$ cat src/rtl/pipe_stage_skid_pkg.sv
// Shared types and constants for the skid-buffered pipeline stage.
// Field positions describe the ID/EX control bundle layout.
package pipe_pkg;

  localparam int CTRL_W_DEF = 16;
  localparam int DATA_W_DEF = 32;
  localparam int N_DATA_DEF = 3;

  typedef enum logic [1:0] {
    EMPTY = 2'd0,
    BUSY  = 2'd1,
    FULL  = 2'd2
  } state_t;

  // ID/EX control bundle bit positions
  localparam int IDEX_REGWRITE  = 0;
  localparam int IDEX_MEMTOREG  = 1;
  localparam int IDEX_MEMWRITE  = 2;
  localparam int IDEX_BRANCH    = 3;
  localparam int IDEX_ALUCTL_LO = 4;
  localparam int IDEX_ALUCTL_W  = 2;
  localparam int IDEX_COND_LO   = 6;
  localparam int IDEX_COND_W    = 4;
  localparam int IDEX_WA3_LO    = 10;
  localparam int IDEX_WA3_W     = 4;

endpackage

$ cat src/rtl/pipe_stage_skid_if.sv
// Handshake bundle between an upstream producer, the stage and a downstream consumer.
// master = the side driving the stage inputs; slave = the stage itself.
interface pipe_stage_skid_if
  import pipe_pkg::*;
#(
  parameter int CTRL_W = CTRL_W_DEF,
  parameter int DATA_W = DATA_W_DEF,
  parameter int N_DATA = N_DATA_DEF
) ();

  logic                     flush;
  logic                     in_valid;
  logic                     in_ready;
  logic [CTRL_W-1:0]        in_ctrl;
  logic [N_DATA*DATA_W-1:0] in_data;
  logic                     out_valid;
  logic                     out_ready;
  logic [CTRL_W-1:0]        out_ctrl;
  logic [N_DATA*DATA_W-1:0] out_data;
  logic [1:0]               occupancy;

  modport master (
    output flush, in_valid, in_ctrl, in_data, out_ready,
    input  in_ready, out_valid, out_ctrl, out_data, occupancy
  );

  modport slave (
    input  flush, in_valid, in_ctrl, in_data, out_ready,
    output in_ready, out_valid, out_ctrl, out_data, occupancy
  );

endinterface

$ cat src/rtl/pipe_stage_skid_slot.sv
// One storage slot: valid flag plus ctrl/data payload registers.
// clear wins over load; payload only updates on an effective load.
module pipe_slot
  import pipe_pkg::*;
#(
  parameter int CTRL_W = CTRL_W_DEF,
  parameter int PAY_W  = DATA_W_DEF * N_DATA_DEF
) (
  input  logic              clk,
  input  logic              rst,
  input  logic              load_i,
  input  logic              clear_i,
  input  logic [CTRL_W-1:0] ctrl_i,
  input  logic [PAY_W-1:0]  data_i,
  output logic              valid_o,
  output logic [CTRL_W-1:0] ctrl_o,
  output logic [PAY_W-1:0]  data_o
);

  logic              valid_q;
  logic [CTRL_W-1:0] ctrl_q;
  logic [PAY_W-1:0]  data_q;

  always_ff @(posedge clk or negedge rst) begin
    if (!rst) begin
      valid_q <= 1'b0;
      ctrl_q  <= '0;
      data_q  <= '0;
    end else begin
      if (clear_i) begin
        valid_q <= 1'b0;
      end else if (load_i) begin
        valid_q <= 1'b1;
        ctrl_q  <= ctrl_i;
        data_q  <= data_i;
      end
    end
  end

  assign valid_o = valid_q;
  assign ctrl_o  = ctrl_q;
  assign data_o  = data_q;

endmodule

$ cat src/rtl/pipe_stage_skid.sv
// Pipeline-stage register with a 2-entry skid buffer, registered in_ready and flush.
// MAIN feeds the outputs; SKID absorbs the one entry accepted while downstream stalls.
module pipe_stage_skid
  import pipe_pkg::*;
#(
  parameter int CTRL_W = CTRL_W_DEF,
  parameter int DATA_W = DATA_W_DEF,
  parameter int N_DATA = N_DATA_DEF
) (
  input  logic              clk,
  input  logic              rst,
  pipe_stage_skid_if.slave  bus
);

  localparam int PAY_W = N_DATA * DATA_W;

  state_t             state_q, state_d;
  logic               in_ready_q;
  logic               in_fire, out_fire;
  logic               main_load, main_clear, main_from_skid;
  logic               skid_load, skid_clear;
  logic               main_valid, skid_valid;
  logic [CTRL_W-1:0]  main_ctrl, skid_ctrl, main_ld_ctrl;
  logic [PAY_W-1:0]   main_data, skid_data, main_ld_data;

  assign in_fire  = bus.in_valid & in_ready_q;
  assign out_fire = main_valid & bus.out_ready;

  always_comb begin
    state_d        = state_q;
    main_load      = 1'b0;
    main_clear     = 1'b0;
    main_from_skid = 1'b0;
    skid_load      = 1'b0;
    skid_clear     = 1'b0;
    case (state_q)
      EMPTY: begin
        if (in_fire) begin
          main_load = 1'b1;
          state_d   = BUSY;
        end
      end
      BUSY: begin
        if (in_fire && out_fire) begin
          main_load = 1'b1;
        end else if (in_fire) begin
          skid_load = 1'b1;
          state_d   = FULL;
        end else if (out_fire) begin
          main_clear = 1'b1;
          state_d    = EMPTY;
        end
      end
      FULL: begin
        if (out_fire) begin
          main_load      = 1'b1;
          main_from_skid = 1'b1;
          skid_clear     = 1'b1;
          state_d        = BUSY;
        end
      end
      default: state_d = EMPTY;
    endcase
    // Flush overrides everything, including a same-cycle accept.
    if (bus.flush) begin
      main_load  = 1'b0;
      skid_load  = 1'b0;
      main_clear = 1'b1;
      skid_clear = 1'b1;
      state_d    = EMPTY;
    end
  end

  assign main_ld_ctrl = main_from_skid ? skid_ctrl : bus.in_ctrl;
  assign main_ld_data = main_from_skid ? skid_data : bus.in_data;

  // in_ready mirrors "SKID will be empty", held low through reset.
  always_ff @(posedge clk or negedge rst) begin
    if (!rst) begin
      state_q    <= EMPTY;
      in_ready_q <= 1'b0;
    end else begin
      state_q    <= state_d;
      in_ready_q <= (state_d != FULL);
    end
  end

  pipe_slot #(.CTRL_W(CTRL_W), .PAY_W(PAY_W)) u_main (
    .clk     (clk),
    .rst     (rst),
    .load_i  (main_load),
    .clear_i (main_clear),
    .ctrl_i  (main_ld_ctrl),
    .data_i  (main_ld_data),
    .valid_o (main_valid),
    .ctrl_o  (main_ctrl),
    .data_o  (main_data)
  );

  pipe_slot #(.CTRL_W(CTRL_W), .PAY_W(PAY_W)) u_skid (
    .clk     (clk),
    .rst     (rst),
    .load_i  (skid_load),
    .clear_i (skid_clear),
    .ctrl_i  (bus.in_ctrl),
    .data_i  (bus.in_data),
    .valid_o (skid_valid),
    .ctrl_o  (skid_ctrl),
    .data_o  (skid_data)
  );

  assign bus.in_ready  = in_ready_q;
  assign bus.out_valid = main_valid;
  assign bus.out_ctrl  = main_valid ? main_ctrl : '0;
  assign bus.out_data  = main_data;
  assign bus.occupancy = {1'b0, main_valid} + {1'b0, skid_valid};

endmodule

$ cat src/flat_wrapper.sv
// flat-port wrapper written by rule: the top's interface ports become plain ports
module pipe_stage_skid_flat import pipe_pkg::*;
#(
  parameter int CTRL_W = CTRL_W_DEF,
  parameter int DATA_W = DATA_W_DEF,
  parameter int N_DATA = N_DATA_DEF
)
  (clk, rst, bus_flush, bus_in_valid, bus_in_ctrl, bus_in_data, bus_out_ready, bus_in_ready, bus_out_valid, bus_out_ctrl, bus_out_data, bus_occupancy);
  pipe_stage_skid_if #(.CTRL_W(CTRL_W), .DATA_W(DATA_W), .N_DATA(N_DATA)) bus_i ();
  input  logic clk;
  input  logic rst;
  input wire logic [$bits(bus_i.flush)-1:0] bus_flush;
  input wire logic [$bits(bus_i.in_valid)-1:0] bus_in_valid;
  input wire logic [$bits(bus_i.in_ctrl)-1:0] bus_in_ctrl;
  input wire logic [$bits(bus_i.in_data)-1:0] bus_in_data;
  input wire logic [$bits(bus_i.out_ready)-1:0] bus_out_ready;
  output wire logic [$bits(bus_i.in_ready)-1:0] bus_in_ready;
  output wire logic [$bits(bus_i.out_valid)-1:0] bus_out_valid;
  output wire logic [$bits(bus_i.out_ctrl)-1:0] bus_out_ctrl;
  output wire logic [$bits(bus_i.out_data)-1:0] bus_out_data;
  output wire logic [$bits(bus_i.occupancy)-1:0] bus_occupancy;
  assign bus_i.flush = bus_flush;
  assign bus_i.in_valid = bus_in_valid;
  assign bus_i.in_ctrl = bus_in_ctrl;
  assign bus_i.in_data = bus_in_data;
  assign bus_i.out_ready = bus_out_ready;
  assign bus_in_ready = bus_i.in_ready;
  assign bus_out_valid = bus_i.out_valid;
  assign bus_out_ctrl = bus_i.out_ctrl;
  assign bus_out_data = bus_i.out_data;
  assign bus_occupancy = bus_i.occupancy;
  pipe_stage_skid #(.CTRL_W(CTRL_W), .DATA_W(DATA_W), .N_DATA(N_DATA)) u_core (.clk(clk), .rst(rst), .bus(bus_i));
endmodule
$ cat config.mk
export PLATFORM = sky130hd
export DESIGN_NAME = pipe_stage_skid_flat
export DESIGN_NICKNAME = d
export VERILOG_FILES = /design/src/rtl/pipe_stage_skid_pkg.sv /design/src/rtl/pipe_stage_skid_if.sv /design/src/rtl/pipe_stage_skid_slot.sv /design/src/rtl/pipe_stage_skid.sv /design/src/flat_wrapper.sv
export SDC_FILE = /design/constraint.sdc
export NUM_CORES = 1
export LEC_CHECK = 0
export BUFFER_PORTS_ARGS = -buffer_cell sky130_fd_sc_hd__buf_2
export CAP_MARGIN = 15
export CORE_AREA = 2 2 141 143
export CTS_CLUSTER_SIZE = 14
export DETAILED_ROUTE_END_ITERATION = 10
export DIE_AREA = 0 0 143 145
export MAX_ROUTING_LAYER = met4
export PLACE_DENSITY = 0.75
export RECOVER_POWER = 25
export SYNTH_ARGS = -nofsm -noshare
export SYNTH_HDL_FRONTEND = slang
export SYNTH_SLANG_ARGS = --single-unit
export TNS_END_PERCENT = 5
$ cat constraint.sdc
create_clock -name clk -period 2.3 [get_ports clk]
set_input_delay 0.115 -clock clk [delete_from_list [all_inputs] [get_ports clk]]
set_output_delay 0.115 -clock clk [all_outputs]
set_load 0.05 [all_outputs]
# After elaboration in Yosys (flattened, before gate mapping)
# Cells that the tools add are included.
[word_totals]
register_bits = 229
input_bits = 117
output_inout_bits = 116
word_cells = 50
[classes]
addsub = 1
eq_ne = 3
muxes = 28
n_bitwise = 4
n_reduce_logical = 6
[op_table]
columns = ["cell", "count"]
rows = [
  ["$mux W96", 1],
  ["$mux W16", 2],
  ["$mux W1", 17],
  ["$mux W2", 6],
  ["$pmux W2 S3", 1],
  ["$reduce_and A2 Y1", 2],
  ["$reduce_bool A2 Y1", 2],
  ["$pmux W1 S3", 1],
  ["$add A1 B1 Y2", 1],
  ["$and A1 B1 Y1", 2],
  ["$eq A2 B1 Y1 const B", 1],
  ["$eq A2 B2 Y1 const B", 1],
  ["$logic_not A2 Y1", 1],
  ["$ne A2 B2 Y1 const B", 1],
  ["$not A1 Y1", 2],
  ["$logic_and A1 B1 Y1", 1],
]

# Logic depth before layout (Yosys ltp)
[logic_depth]
depth_word = 8
mapped_depth = 7
ltp_nobuf = 4

# By module
# A second synthesis with hierarchy kept.
[unflattened]
hier_cells = 642
hier_area_um2 = 11071.9
[modules_own_cells]
columns = ["mod", "instances", "cells_each", "area_each_um2", "seq_area_each_um2"]
rows = [
  ["pipe_slot", 2, 240, 4613.2, 2827.7],
  ["pipe_stage_skid", 1, 162, 1845.5, 75.1],
]

# Worst setup path before layout
# No wires, ideal clock.
[synth_timing]
kind = "flip-flop to flip-flop"
startpoint = "register u_core.in_ready_q (netlist: u_core.bus.in_ready)"
endpoint = "register u_core.u_main.ctrl_q[0] (netlist: u_core.u_main.ctrl_o[0])"
setup_time_ns = 0.125
arrival_time_ns = 1.827
required_ns = 2.175
path_slack_ns = 0.348
stages_incl_launch_ff = 7
n_path_buf = 2
synth_period_minus_slack_ns = 1.952
path_cell_list = "dfrtp_1 -> nand2_1 -> o31ai_1 -> nand2_1 -> buf_4 -> buf_6 -> mux2_4"
[synth_via]
elab_chain_len = 7
elab_cells_between_ends = 12
cone_classes = "8 x mux; 2 x bitwise; 2 x reduce/logical"
[synth_lines]
columns = ["element", "line_no", "source"]
rows = [
  ["from (decl)", "pipe_stage_skid.sv:18", "logic in_ready_q;"],
  ["from (signal assigned)", "pipe_stage_skid.sv:84", "in_ready_q <= (state_d != FULL);"],
  ["$and A1 B1 Y1 *", "pipe_stage_skid.sv:26", "assign in_fire = bus.in_valid & in_ready_q;"],
  ["$mux W1 or $logic_and A1 B1 Y1 (tied branches)", "pipe_stage_skid.sv:46, pipe_stage_skid.sv:44", ""],
  ["$mux W1", "pipe_stage_skid.sv:44", "if (in_fire && out_fire) begin"],
  ["$mux W1", "pipe_stage_skid.sv:36", "case (state_q)"],
  ["$mux W1", "pipe_stage_skid.sv:65", "if (bus.flush) begin"],
  ["$not A1 Y1 (no line)", "n/a", ""],
  ["$reduce_and A2 Y1 (no line) *", "n/a", ""],
  ["to (signal assigned)", "pipe_stage_skid_slot.sv:34", "ctrl_q <= ctrl_i;"],
  ["to (decl)", "pipe_stage_skid_slot.sv:21", "logic [CTRL_W-1:0] ctrl_q;"],
]
# Mark *: on every way between the ends. The rest lies on a longest branch, timed or not.
# A chain may end at the register's enable or synchronous reset.

# Final worst setup path
[layout_timing]
startpoint = "register u_core.state_q[1]"
endpoint = "register u_core.u_main.data_q[28] (netlist: u_core.u_main.data_o[28])"
[layout_via]
elab_chain_len = 5
elab_cells_between_ends = 11
cone_classes = "2 x eq/ne; 6 x mux; 1 x bitwise; 2 x reduce/logical"
[layout_lines]
columns = ["element", "line_no", "source"]
rows = [
  ["from (decl)", "pipe_stage_skid.sv:17", "state_t state_q, state_d;"],
  ["from (signal assigned)", "pipe_stage_skid.sv:83", "state_q <= state_d;"],
  ["parallel branches: the longest is 5 deep, another holds $pmux W1 S3", "n/a", ""],
  ["to (signal assigned)", "pipe_stage_skid_slot.sv:35", "data_q <= data_i;"],
  ["to (decl)", "pipe_stage_skid_slot.sv:22", "logic [PAY_W-1:0] data_q;"],
]
# Several ways; the timed one is not identified.

==> summary.txt <==
Tot Pwr: 16200 uW
Endpoints failing setup: 0
Setup CP Type: reg2reg
Hold Vio Cnt, Final: 0
P_int: 10000 uW
Vias in the first global route: 8181
CTS tree: done
PwrDens: 1190 nW/um2
I/O Pins: 233
Critical Path AT: 2410 ps
Yosys reg bits: 229
Drc violations: 0
Setup bufs post-CTS: 0
Register area share after synthesis: 0.558
CTS sink cnt: 229
Comb power frac: 0.353
DP HPWL: 14.5 mm
Reg2reg start: u_core.state_q[1]$_DFF_PN0_
Synth-to-Final Area Change: 32.8%
Initial DRC count: 385
Fillers: 1361
Std cell rows: 51
Vias: 8054
Finished Layout Cells: 1613
Worst Clk Skew: 6.98 ps
Die Y: 145 um
Netlist cell types: 29
Core area: 19200 um2
Buffers added on ports: 232
Share of synthesized registers carrying an async set or reset: 1.00
Nets@finish: 1450
Clock power frac: 0.243
Largest area contributor in the netlist: dfrtp_1
Max Root-Sink Buffers: 3
Total global-route track usage: 0.243
Status: finished, final reports clean
Root Buffer: clkbuf_16
HP Class: in2reg
Initial Util: 0.535
Largest net degree at the start of global routing: 149
Antenna viol nets, final: 0
RSZ-0062 raised after global routing: false
Hold EP: u_core.u_main.valid_o$_DFFE_PN0P_
Primary FF master, synth: dfrtp_1
Reg power frac: 0.404
Synth Cell Area: 10300 um2
Net switching power: 6180 uW
CTS H-tree depth: 1
R2R Setup Slk: 280 ps
Crit end category: register
Syn nets: 1123
Final Max Tran Viols: 0
Clk_lat worst skew: 510 ps
Max Cap Viol: 0
Clock slew at the register clock pins of the worst setup and hold paths: 60 ps
Mean post-synth cell area: 10.2 um2
Dpl cells: 1455
Top post-synthesis cells by area: dfrtp_1, mux2_4, o21ai_0, nand2_1, inv_1
Post_cts resized: 0
Commonest non-fill, non-tap cells in the layout: buf_2, dfrtp_1, nand2_1
Routability cong.: 0.804
Die extent in x: 143 um
Highest clock rate: 495 MHz
Post-synth top area share: 0.558
Worst slew pin tran: 1210 ps
Syn Inst Count: 1005
CP startpoint kind: register
R2R depth: 5
Detailed Route WL: 24.3 mm
Max_slew headroom: 0.192
CP max FO: 22
WP data required: 2690 ps
Layout cells sized above 1: 0.295
Part of the cycle the worst path needs: 0.878
Die area: 20700 um2
Sw Ratio: 0.382
Drt first pass iters: 5
Setup TNS Final: 0 ps
DR vias/cell: 4.99
Commonest non-fill, non-tap cell in the layout: buf_2
Leak: 0.00714 uW
R2r endpoint: u_core.u_main.data_o[28]$_DFFE_PN0P_
TritonCTS Buffers: 25
Worst hold path depth: 3
Maximum VDD drop: 0.857 mV
Worst Hold Launch: bus_in_valid
WHS: 31.4 ps
GRT overflow: 0
Final core utilization: 0.710
First-pass GRT wire length: 40.1 mm
Post-synth EDFFs: 0
Final Critical Period: 2020 ps
Initial antenna violation count: 1
DR WL/cell: 15.0 um
Syn. warnings: 0
-- what timing repair did --
item | 4_1_cts | 5_1_grt
setup endpoints to repair | 0 | 0
hold buffers | 115 | 0
hold endpoints to repair | 447 | 0
-- how the worst max path moves through the flow --
| stage | cells after the start | slack [ps] | from | to |
|---|---|---|---|---|
| final | 5 | 280 | u_core.state_q[1]$_DFF_PN0_ | u_core.u_main.data_o[28]$_DFFE_PN0P_ |
| after detailed placement | 5 | 280 | u_core.bus.in_ready$_DFF_PN0_ | u_core.u_main.data_o[95]$_DFFE_PN0P_ |
| after floorplan | 6 | 350 | u_core.bus.in_ready$_DFF_PN0_ | u_core.u_main.ctrl_o[0]$_DFFE_PN0P_ |
| after CTS | 5 | 290 | u_core.state_q[1]$_DFF_PN0_ | u_core.u_main.data_o[95]$_DFFE_PN0P_ |
| after global placement | 5 | 330 | u_core.bus.in_ready$_DFF_PN0_ | u_core.u_main.ctrl_o[15]$_DFFE_PN0P_ |
| after global routing | 3 | 130 | rst | u_core.u_skid.data_o[6]$_DFFE_PN0P_ |
-- critical path, cell delays in order, from the launching register on --
cell and delay [ps]:
dfrtp_1 440, nor2b_2 270, a41oi_1 210, nand2_4 350, buf_12 250, mux2_2 370
-- state kept, by name (all words and copies together) (netlist names) --
signal,flops
u_core.u_main.valid_o,1
u_core.u_skid.ctrl_o,16
u_core.u_skid.valid_o,1
u_core.u_skid.data_o,96
u_core.state_q,2
u_core.u_main.ctrl_o,16
u_core.bus.in_ready,1
u_core.u_main.data_o,96
-- cell families (layout without fill, tap and decap cells) --
group | after synthesis | in the layout | synth area share
AOI/OAI and AO/OA | 232 | 232 | 0.115
xor gates and xnor gates | 1 | 1 | 0.000853
adders and majority gates | 1 | 1 | 0.00122
buffers and inverters | 176 | 518 | 0.0746
DFF | 229 | 229 | 0.558
muxes | 112 | 112 | 0.152
other | 0 | 1 | 0
and+or+nand+nor | 254 | 254 | 0.0990
-- routing by layer --
layer	track usage	share of wire
met5	-	0
met4	0.0757	0.027
met3	0.0459	0.064
met2	0.384	0.48
met1	0.319	0.43
-- area by class of cell --
class,instances,area [um2],area share
tap,265,332,0.0243
timing repair buffer,363,2560,0.187
multi-input combinational,600,3790,0.278
sequential,229,5730,0.420
antenna,1,2.50,0.000183
inverter,113,424,0.0311
clock inverter,5,75.1,0.00550
clock buffer,37,731,0.0535
-- through the flow --
stage / setup WS, ps / cell area (um2)
2_1_floorplan: 348 / 10300
3_3_place_gp: 333 / 11700
3_5_place_dp: 275 / 11700
4_1_cts: 286 / 13700
5_1_grt: 125 / 13600
6_report: 279 / 13600
-- synth_stat cells (2+ instances only) --
master	instances
dfrtp_1	229
nand2_1	229
o21ai_0	179
inv_1	113
mux2_4	80
o21ai_1	46
mux2_2	30
buf_2	25
clkbuf_1	24
and2_1	16
buf_6	8
buf_4	4
nor2_1	4
buf_1	2
mux2_1	2
-- power groups by stage --
stage                     clock network [uW]  registers (uW)  logic (uW)
final                                   3940            6550        5710
after global routing                    4190            6750        6210
after CTS                               4030            6510        5720
after detailed placement                   0            6550        5540
after global placement                     0            6490        5390
after floorplan                            0            8400        2270
Power figures use the tool's default switching activity.
